==> src/rtl/bmp_ctrl_pkg.sv <==
// Shared types for the bitmap placer control path: opcode and arbiter state encodings.
package bmp_ctrl_pkg;

   typedef enum logic [1:0] {
      OP_ADD_IMG = 2'b00,
      OP_REM_IMG = 2'b01,
      OP_ADD_FNT = 2'b10,
      OP_RSVD    = 2'b11
   } bmp_op_t;

   typedef enum logic [1:0] {
      IDLE,
      ISSUE,
      WAIT_START,
      WAIT_DONE
   } arb_state_t;

   localparam int unsigned NUM_FONT_CHARS = 42;

endpackage

==> src/rtl/rr_arbiter_comb.sv <==
// Combinational round-robin pick: first requester strictly after last_gnt, wrapping to the lowest index.
module rr_arbiter_comb #(
   parameter int unsigned N  = 4,
   parameter int unsigned IW = $clog2(N)
) (
   input  logic [N-1:0]  req,
   input  logic [IW-1:0] last_gnt,
   output logic          valid,
   output logic [IW-1:0] gnt_idx
);

   logic [N-1:0]  hi_req;
   logic          lo_hit, hi_hit;
   logic [IW-1:0] lo_idx, hi_idx;

   // Requests above last_gnt take precedence; otherwise wrap to the lowest set bit.
   always_comb begin
      hi_req = '0;
      lo_hit = 1'b0;
      hi_hit = 1'b0;
      lo_idx = '0;
      hi_idx = '0;
      for (int unsigned i = 0; i < N; i++) begin
         hi_req[i] = req[i] && (i > 32'(last_gnt));
      end
      for (int unsigned i = 0; i < N; i++) begin
         if (req[i] && !lo_hit) begin
            lo_hit = 1'b1;
            lo_idx = IW'(i);
         end
         if (hi_req[i] && !hi_hit) begin
            hi_hit = 1'b1;
            hi_idx = IW'(i);
         end
      end
      valid   = lo_hit;
      gnt_idx = hi_hit ? hi_idx : lo_idx;
   end

endmodule

==> src/rtl/bmp_place_arbiter.sv <==
// Round-robin sharing of the bitmap placer between NREQ requesters, with strobe issue,
// completion tracking and a watchdog on the placer's busy time.
module bmp_place_arbiter
   import bmp_ctrl_pkg::*;
#(
   parameter int unsigned NREQ    = 4,
   parameter int unsigned TIMEOUT = 131072,
   parameter int unsigned TO_W    = $clog2(TIMEOUT + 1)
) (
   input  logic                 clk,
   input  logic                 rst,
   input  logic [NREQ-1:0]      req,
   input  logic [2*NREQ-1:0]    cmd_op,
   input  logic [6*NREQ-1:0]    cmd_indx,
   input  logic [10*NREQ-1:0]   cmd_x,
   input  logic [9*NREQ-1:0]    cmd_y,
   output logic [NREQ-1:0]      ack,
   output logic [NREQ-1:0]      done,
   output logic [NREQ-1:0]      err,
   output logic                 add_img,
   output logic                 rem_img,
   output logic                 add_fnt,
   output logic [4:0]           image_indx,
   output logic [5:0]           fnt_indx,
   output logic [9:0]           xloc,
   output logic [8:0]           yloc,
   input  logic                 placer_idle,
   output logic                 busy
);

   localparam int unsigned IW = $clog2(NREQ);

   arb_state_t    state_q, state_d;
   logic [IW-1:0] last_gnt_q, last_gnt_d;
   bmp_op_t       op_q, op_d;
   logic [5:0]    indx_q, indx_d;
   logic [9:0]    x_q, x_d;
   logic [8:0]    y_q, y_d;
   logic [TO_W-1:0] wd_q, wd_d;
   logic          rsvd_err_q, rsvd_err_d;

   logic          arb_valid;
   logic [IW-1:0] arb_idx;
   logic          grant;
   logic          wd_expired;
   bmp_op_t       sel_op;
   logic [5:0]    sel_indx;
   logic [9:0]    sel_x;
   logic [8:0]    sel_y;
   logic [NREQ-1:0] win_oh;

   rr_arbiter_comb #(
      .N  (NREQ),
      .IW (IW)
   ) u_rr (
      .req      (req),
      .last_gnt (last_gnt_q),
      .valid    (arb_valid),
      .gnt_idx  (arb_idx)
   );

   always_comb begin
      sel_op   = OP_ADD_IMG;
      sel_indx = '0;
      sel_x    = '0;
      sel_y    = '0;
      for (int unsigned i = 0; i < NREQ; i++) begin
         if (arb_idx == IW'(i)) begin
            sel_op   = bmp_op_t'(cmd_op[2*i +: 2]);
            sel_indx = cmd_indx[6*i +: 6];
            sel_x    = cmd_x[10*i +: 10];
            sel_y    = cmd_y[9*i +: 9];
         end
      end
   end

   // The cycle carrying a reserved-opcode err is held off from granting so ack and err never overlap.
   assign grant      = (state_q == IDLE) && arb_valid && !rsvd_err_q && !rst;
   assign wd_expired = (wd_q == TO_W'(TIMEOUT - 1));

   always_ff @(posedge clk) begin
      if (rst) begin
         state_q    <= IDLE;
         last_gnt_q <= IW'(NREQ - 1);
         op_q       <= OP_ADD_IMG;
         indx_q     <= '0;
         x_q        <= '0;
         y_q        <= '0;
         wd_q       <= '0;
         rsvd_err_q <= 1'b0;
      end else begin
         state_q    <= state_d;
         last_gnt_q <= last_gnt_d;
         op_q       <= op_d;
         indx_q     <= indx_d;
         x_q        <= x_d;
         y_q        <= y_d;
         wd_q       <= wd_d;
         rsvd_err_q <= rsvd_err_d;
      end
   end

   always_comb begin
      state_d = state_q;
      case (state_q)
         IDLE:       if (grant && sel_op != OP_RSVD) state_d = ISSUE;
         ISSUE:      state_d = WAIT_START;
         WAIT_START: state_d = WAIT_DONE;
         WAIT_DONE:  if (placer_idle || wd_expired) state_d = IDLE;
         default:    state_d = IDLE;
      endcase
   end

   always_comb begin
      last_gnt_d = last_gnt_q;
      op_d       = op_q;
      indx_d     = indx_q;
      x_d        = x_q;
      y_d        = y_q;
      rsvd_err_d = 1'b0;
      wd_d       = wd_q;
      if (grant) begin
         last_gnt_d = arb_idx;
         op_d       = sel_op;
         indx_d     = sel_indx;
         x_d        = sel_x;
         y_d        = sel_y;
         rsvd_err_d = (sel_op == OP_RSVD);
      end
      if (state_q == WAIT_START) begin
         wd_d = '0;
      end else if (state_q == WAIT_DONE) begin
         wd_d = wd_q + 1'b1;
      end
   end

   always_comb begin
      win_oh     = NREQ'(1) << last_gnt_q;
      ack        = grant ? (NREQ'(1) << arb_idx) : '0;
      done       = (state_q == WAIT_DONE && placer_idle) ? win_oh : '0;
      err        = (rsvd_err_q || (state_q == WAIT_DONE && !placer_idle && wd_expired)) ? win_oh : '0;
      add_img    = (state_q == ISSUE) && (op_q == OP_ADD_IMG);
      rem_img    = (state_q == ISSUE) && (op_q == OP_REM_IMG);
      add_fnt    = (state_q == ISSUE) && (op_q == OP_ADD_FNT);
      image_indx = indx_q[4:0];
      fnt_indx   = indx_q;
      xloc       = x_q;
      yloc       = y_q;
      busy       = (state_q != IDLE);
   end

endmodule

==> config.mk <==
export PLATFORM = sky130hd
export DESIGN_NAME = bmp_place_arbiter
export DESIGN_NICKNAME = d
export VERILOG_FILES = /design/src/rtl/bmp_ctrl_pkg.sv /design/src/rtl/rr_arbiter_comb.sv /design/src/rtl/bmp_place_arbiter.sv
export SDC_FILE = /design/constraint.sdc
export NUM_CORES = 1
export LEC_CHECK = 0
export ABC_AREA = 1
export CAP_MARGIN = 20
export CORE_ASPECT_RATIO = 1.25
export CORE_MARGIN = 1
export CORE_UTILIZATION = 40
export CTS_BUF_LIST = sky130_fd_sc_hd__clkbuf_8
export CTS_CLUSTER_SIZE = 20
export DETAILED_ROUTE_END_ITERATION = 10
export PLACE_DENSITY = 0.9
export SYNTH_ARGS = -nofsm -noshare
export SYNTH_HDL_FRONTEND = slang
export SYNTH_SLANG_ARGS = --single-unit
export TNS_END_PERCENT = 100
==> constraint.sdc <==
create_clock -name clk -period 2 [get_ports clk]
set_input_delay 0.3 -clock clk [delete_from_list [all_inputs] [get_ports clk]]
set_output_delay 0.3 -clock clk [all_outputs]
set_load 0.01 [all_outputs]
==> flow_metrics.env, run 1 <==
export IMPL_core_area_mm2=0.00740
export IMPL_synthDistinctLibCells=30
export IMPL_die_y_um=99.7
export IMPL_grt_pass1_vias=4070
export IMPL_critPathKind="reg2out"
export IMPL_holdBufCountCts=0
export IMPL_grt_pass1_wl_mm=17.2
export IMPL_post_dp_cell_area_mm2=0.00511
export IMPL_antenna_found_initial=0
export IMPL_htree_num_levels=2
export IMPL_ir_drop_v=0.000700
export IMPL_seq_area_frac_synth_pct=32.8
export IMPL_yosys_most_used_dff="dfxtp_1"
export IMPL_gp_congestion=0.931
export IMPL_via_per_inst=5.40
export IMPL_crit_path_end_kind="output pin"
export IMPL_crit_required_ns=1.70
export IMPL_finalWorstSetupSlack_ns=-0.169
export IMPL_final_cell_area_mm2=0.00559
export IMPL_crit_slowest_cell="dfxtp_1"
export IMPL_fin_worst_skew_ns=0.00853
export IMPL_holdCritStartpoint="yloc[8]$_SDFFE_PP0P_"
export IMPL_violations="setup timing"
export IMPL_relSlewSlack_pct=77.8
export IMPL_initial_core_util_pct=41.3
export IMPL_hpwl_mm=8.16
export IMPL_fin_crit_ns=2.17
export IMPL_synthCells=457
export IMPL_clk_pin_slew_ns=0.11
export IMPL_syn_nets=578
export IMPL_diodes=0
export IMPL_num_vias=4180
export IMPL_crit_top_cell="nor3_2"
export IMPL_cts_tree="yes"
export IMPL_ios=161
export IMPL_max_freq_mhz=461
export IMPL_clock_path_buffers=2
export IMPL_finalPower_mw=6.00
export IMPL_final_core_util_pct=75.5
export IMPL_insertion_delay_ns=0.32
export IMPL_drt_iter0_drc=216
export IMPL_cts_buffers=5
export IMPL_nNetsFinal=802
export IMPL_track_usage_pct=27.3
export IMPL_cp_max_fo=4
export IMPL_grt_start_max_net_pins=32
export IMPL_yosysWarnings=0
export IMPL_wl_mm=12.0
export IMPL_ant_nets=0
export IMPL_drive_gt1_share_pct=26.0
export IMPL_finalCritPeriodShare_pct=108
export IMPL_first_pass_iters=4
export IMPL_routedWlPerCell_um=15.5
export IMPL_drc=0
export IMPL_cts_num_sinks=50
export IMPL_io_buffers=160
export IMPL_maxCapViolCount=0
export IMPL_slew_viol_final=0
export IMPL_hold_violations=0
export IMPL_power_density_mw_per_mm2=1070
export IMPL_dieArea_mm2=0.00799
export IMPL_startpoint="wd_q[9]$_SDFFE_PP0N_"
export IMPL_worstMarginPinSlew_ns=0.333
export IMPL_root_buffer="clkbuf_8"
export IMPL_yosys_register_bits=50
export IMPL_cpPeakStageDelay_ns=0.37
export IMPL_rsz0062_at_grt="yes"
export IMPL_start_kind="flip-flop"
export IMPL_critPathArrivalTime_ns=1.87
export IMPL_synth_area_mm2=0.00306
export IMPL_overflow=0
export IMPL_leakage_nw=2.39
export IMPL_hold_path_class="reg2reg"
export IMPL_finalSetupViolations=5
export IMPL_die_w_um=80.2
export IMPL_crit_chain="nand2_1 > nor2_1 > inv_1 > nor3_4 > nand3_2 > nor3_2 > nor2_2 > nor3_2 > buf_2"
export IMPL_avgSynthCellArea_um2=6.69
export IMPL_status="finished, violations left"
export IMPL_timing_rr_start="wd_q[4]$_SDFFE_PP0N_"
export IMPL_whs_ns=0.517
export IMPL_syn2layout_area_growth_pct=82.8
export IMPL_num_rows=35
export IMPL_synth_edff_count=0
export IMPL_async_flop_share_pct=0
[what timing repair did]
action,CTS,global route
gates cloned,1,0
gates resized for setup,66,49
buffers inserted,9,12
pin swaps,9,19
endpoints found under the setup margin,40,43
[cell usage in the layout (no fill, tap or decap), types with 2 or more instances in the layout]
cell	netlist	final
nand4_1	31	31
nor2_2	1	6
buf_4	9	71
inv_1	33	23
a22oi_1	25	25
buf_6	0	5
buf_2	4	7
nor3_4	0	6
nor3_1	20	9
dlygate4sd2_1	0	10
o21ai_0	12	11
a21oi_2	0	2
nand2_1	133	130
nor2_8	2	2
nand3_1	9	7
a21oi_1	21	19
nor2_1	55	49
nand3_2	2	3
dfxtp_2	0	12
o21a_1	3	3
clkbuf_8	0	5
nand2_4	3	3
clkdlybuf4s50_1	0	141
dfxtp_1	50	37
nand2_2	8	11
inv_6	0	2
o21ai_1	1	2
buf_12	0	2
ha_4	0	3
inv_2	6	16
ha_1	6	3
nor3_2	0	5
nor2_4	7	9
[where the power goes]
group / switching, mW / total [mW] / internal (mW)
clock network: 0.377 / 0.759 / 0.382
logic: 2.08 / 3.88 / 1.80
registers: 0.160 / 1.36 / 1.20
total: 2.62 / 6.00 / 3.38
[cell usage after synthesis (2+ instances only)]
library cell    n  area [µm²]
nand2_1       133         499
ha_1            6        75.1
nand4_1        31         194
o21ai_0        12        60.1
inv_1          33         124
nor3_1         20         100
nand2_2         8        50.1
dfxtp_1        50        1000
clkbuf_1        9        33.8
a22oi_1        25         188
nor2_8          2        40.0
buf_4           9        67.6
nand3_2         2        20.0
nor2_1         55         206
nand2_4         3        33.8
o21a_1          3        22.5
nand3_1         9        45.0
nor2_4          7        78.8
inv_2           6        22.5
a21oi_1        21         105
buf_2           4        20.0
[cell type report]
class,instances,area (µm²)
clock buffers,5,68.8
clock inverters,3,47.5
fillers,495,1810
inverters,39,146
multi-input cells,346,1990
flip-flops and latches,50,1020
well taps,92,115
repair buffers,239,2200
[flip-flops by register name, summed over array words and instances (netlist names)]
signal,cells
last_gnt_q,2
wd_q,18
fnt_indx,6
yloc,9
rsvd_err_q,1
state_q,2
op_q,2
xloc,10
[critical path, delay by kind of cell, from the launching register on]
| family | cells | cell delay, ns |
|---|---|---|
| buffers and inverters | 2 | 0.25 |
| DFF | 1 | 0.37 |
| and+or+nand+nor | 7 | 0.93 |
[per-layer routing]
| metal | vias up | wire [µm] | GRT usage [%] |
|---|---|---|---|
| met1 | 1949 | 4360 | 26.4 |
| met3 | 52 | 751 | 6.06 |
| met4 | 0 | 491 | 12.9 |
| li1 | 1961 | - | - |
| met5 | - | 0 | 0 |
| met2 | 218 | 6410 | 53.3 |
[path summary, 6_finish.rpt]
kind / depth (start not counted) / end / slack, ns
min reg2reg: 2 / yloc[8]$_SDFFE_PP0P_ / 0.52
max reg2reg: 11 / wd_q[16]$_SDFFE_PP0N_ / 0.02
min: 2 / yloc[8]$_SDFFE_PP0P_ / 0.52
max: 9 / err[1] / -0.17
[stage by stage]
step | setup TNS (ns) | setup WS (ns) | std cells
final | -0.621 | -0.169 | 774
after CTS | -0.353 | -0.143 | 762
after global routing | -1.51 | -0.270 | 774
after floorplan | 0 | 0.0885 | 457
after global placement | -12.50 | -0.423 | 744
after detailed placement | -18.40 | -0.583 | 744
[kinds of logic (layout without fill, tap and decap cells)]
family | after synthesis | count (layout) | share of synthesized area (%)
AOI/OAI and AO/OA | 64 | 64 | 12.9
buffers and inverters | 62 | 286 | 8.93
adders and majority gates | 6 | 6 | 2.46
DFF | 50 | 50 | 32.8
and+or+nand+nor | 275 | 276 | 43.0
No activity file was read; power rests on OpenSTA's default activity.
==> run 2: changes to the inputs <==
--- a/config.mk
+++ b/config.mk
@@ -11,8 +11,10 @@
 export CORE_MARGIN = 1
 export CORE_UTILIZATION = 40
 export CTS_BUF_LIST = sky130_fd_sc_hd__clkbuf_8
+export CTS_CLUSTER_DIAMETER = 150
 export CTS_CLUSTER_SIZE = 20
 export DETAILED_ROUTE_END_ITERATION = 10
+export GPL_ROUTABILITY_DRIVEN = 1
 export PLACE_DENSITY = 0.9
 export SYNTH_ARGS = -nofsm -noshare
 export SYNTH_HDL_FRONTEND = slang
==> results of run 2 <==
Same layout as run 1: the final DEF is identical, and so are final timing and power.
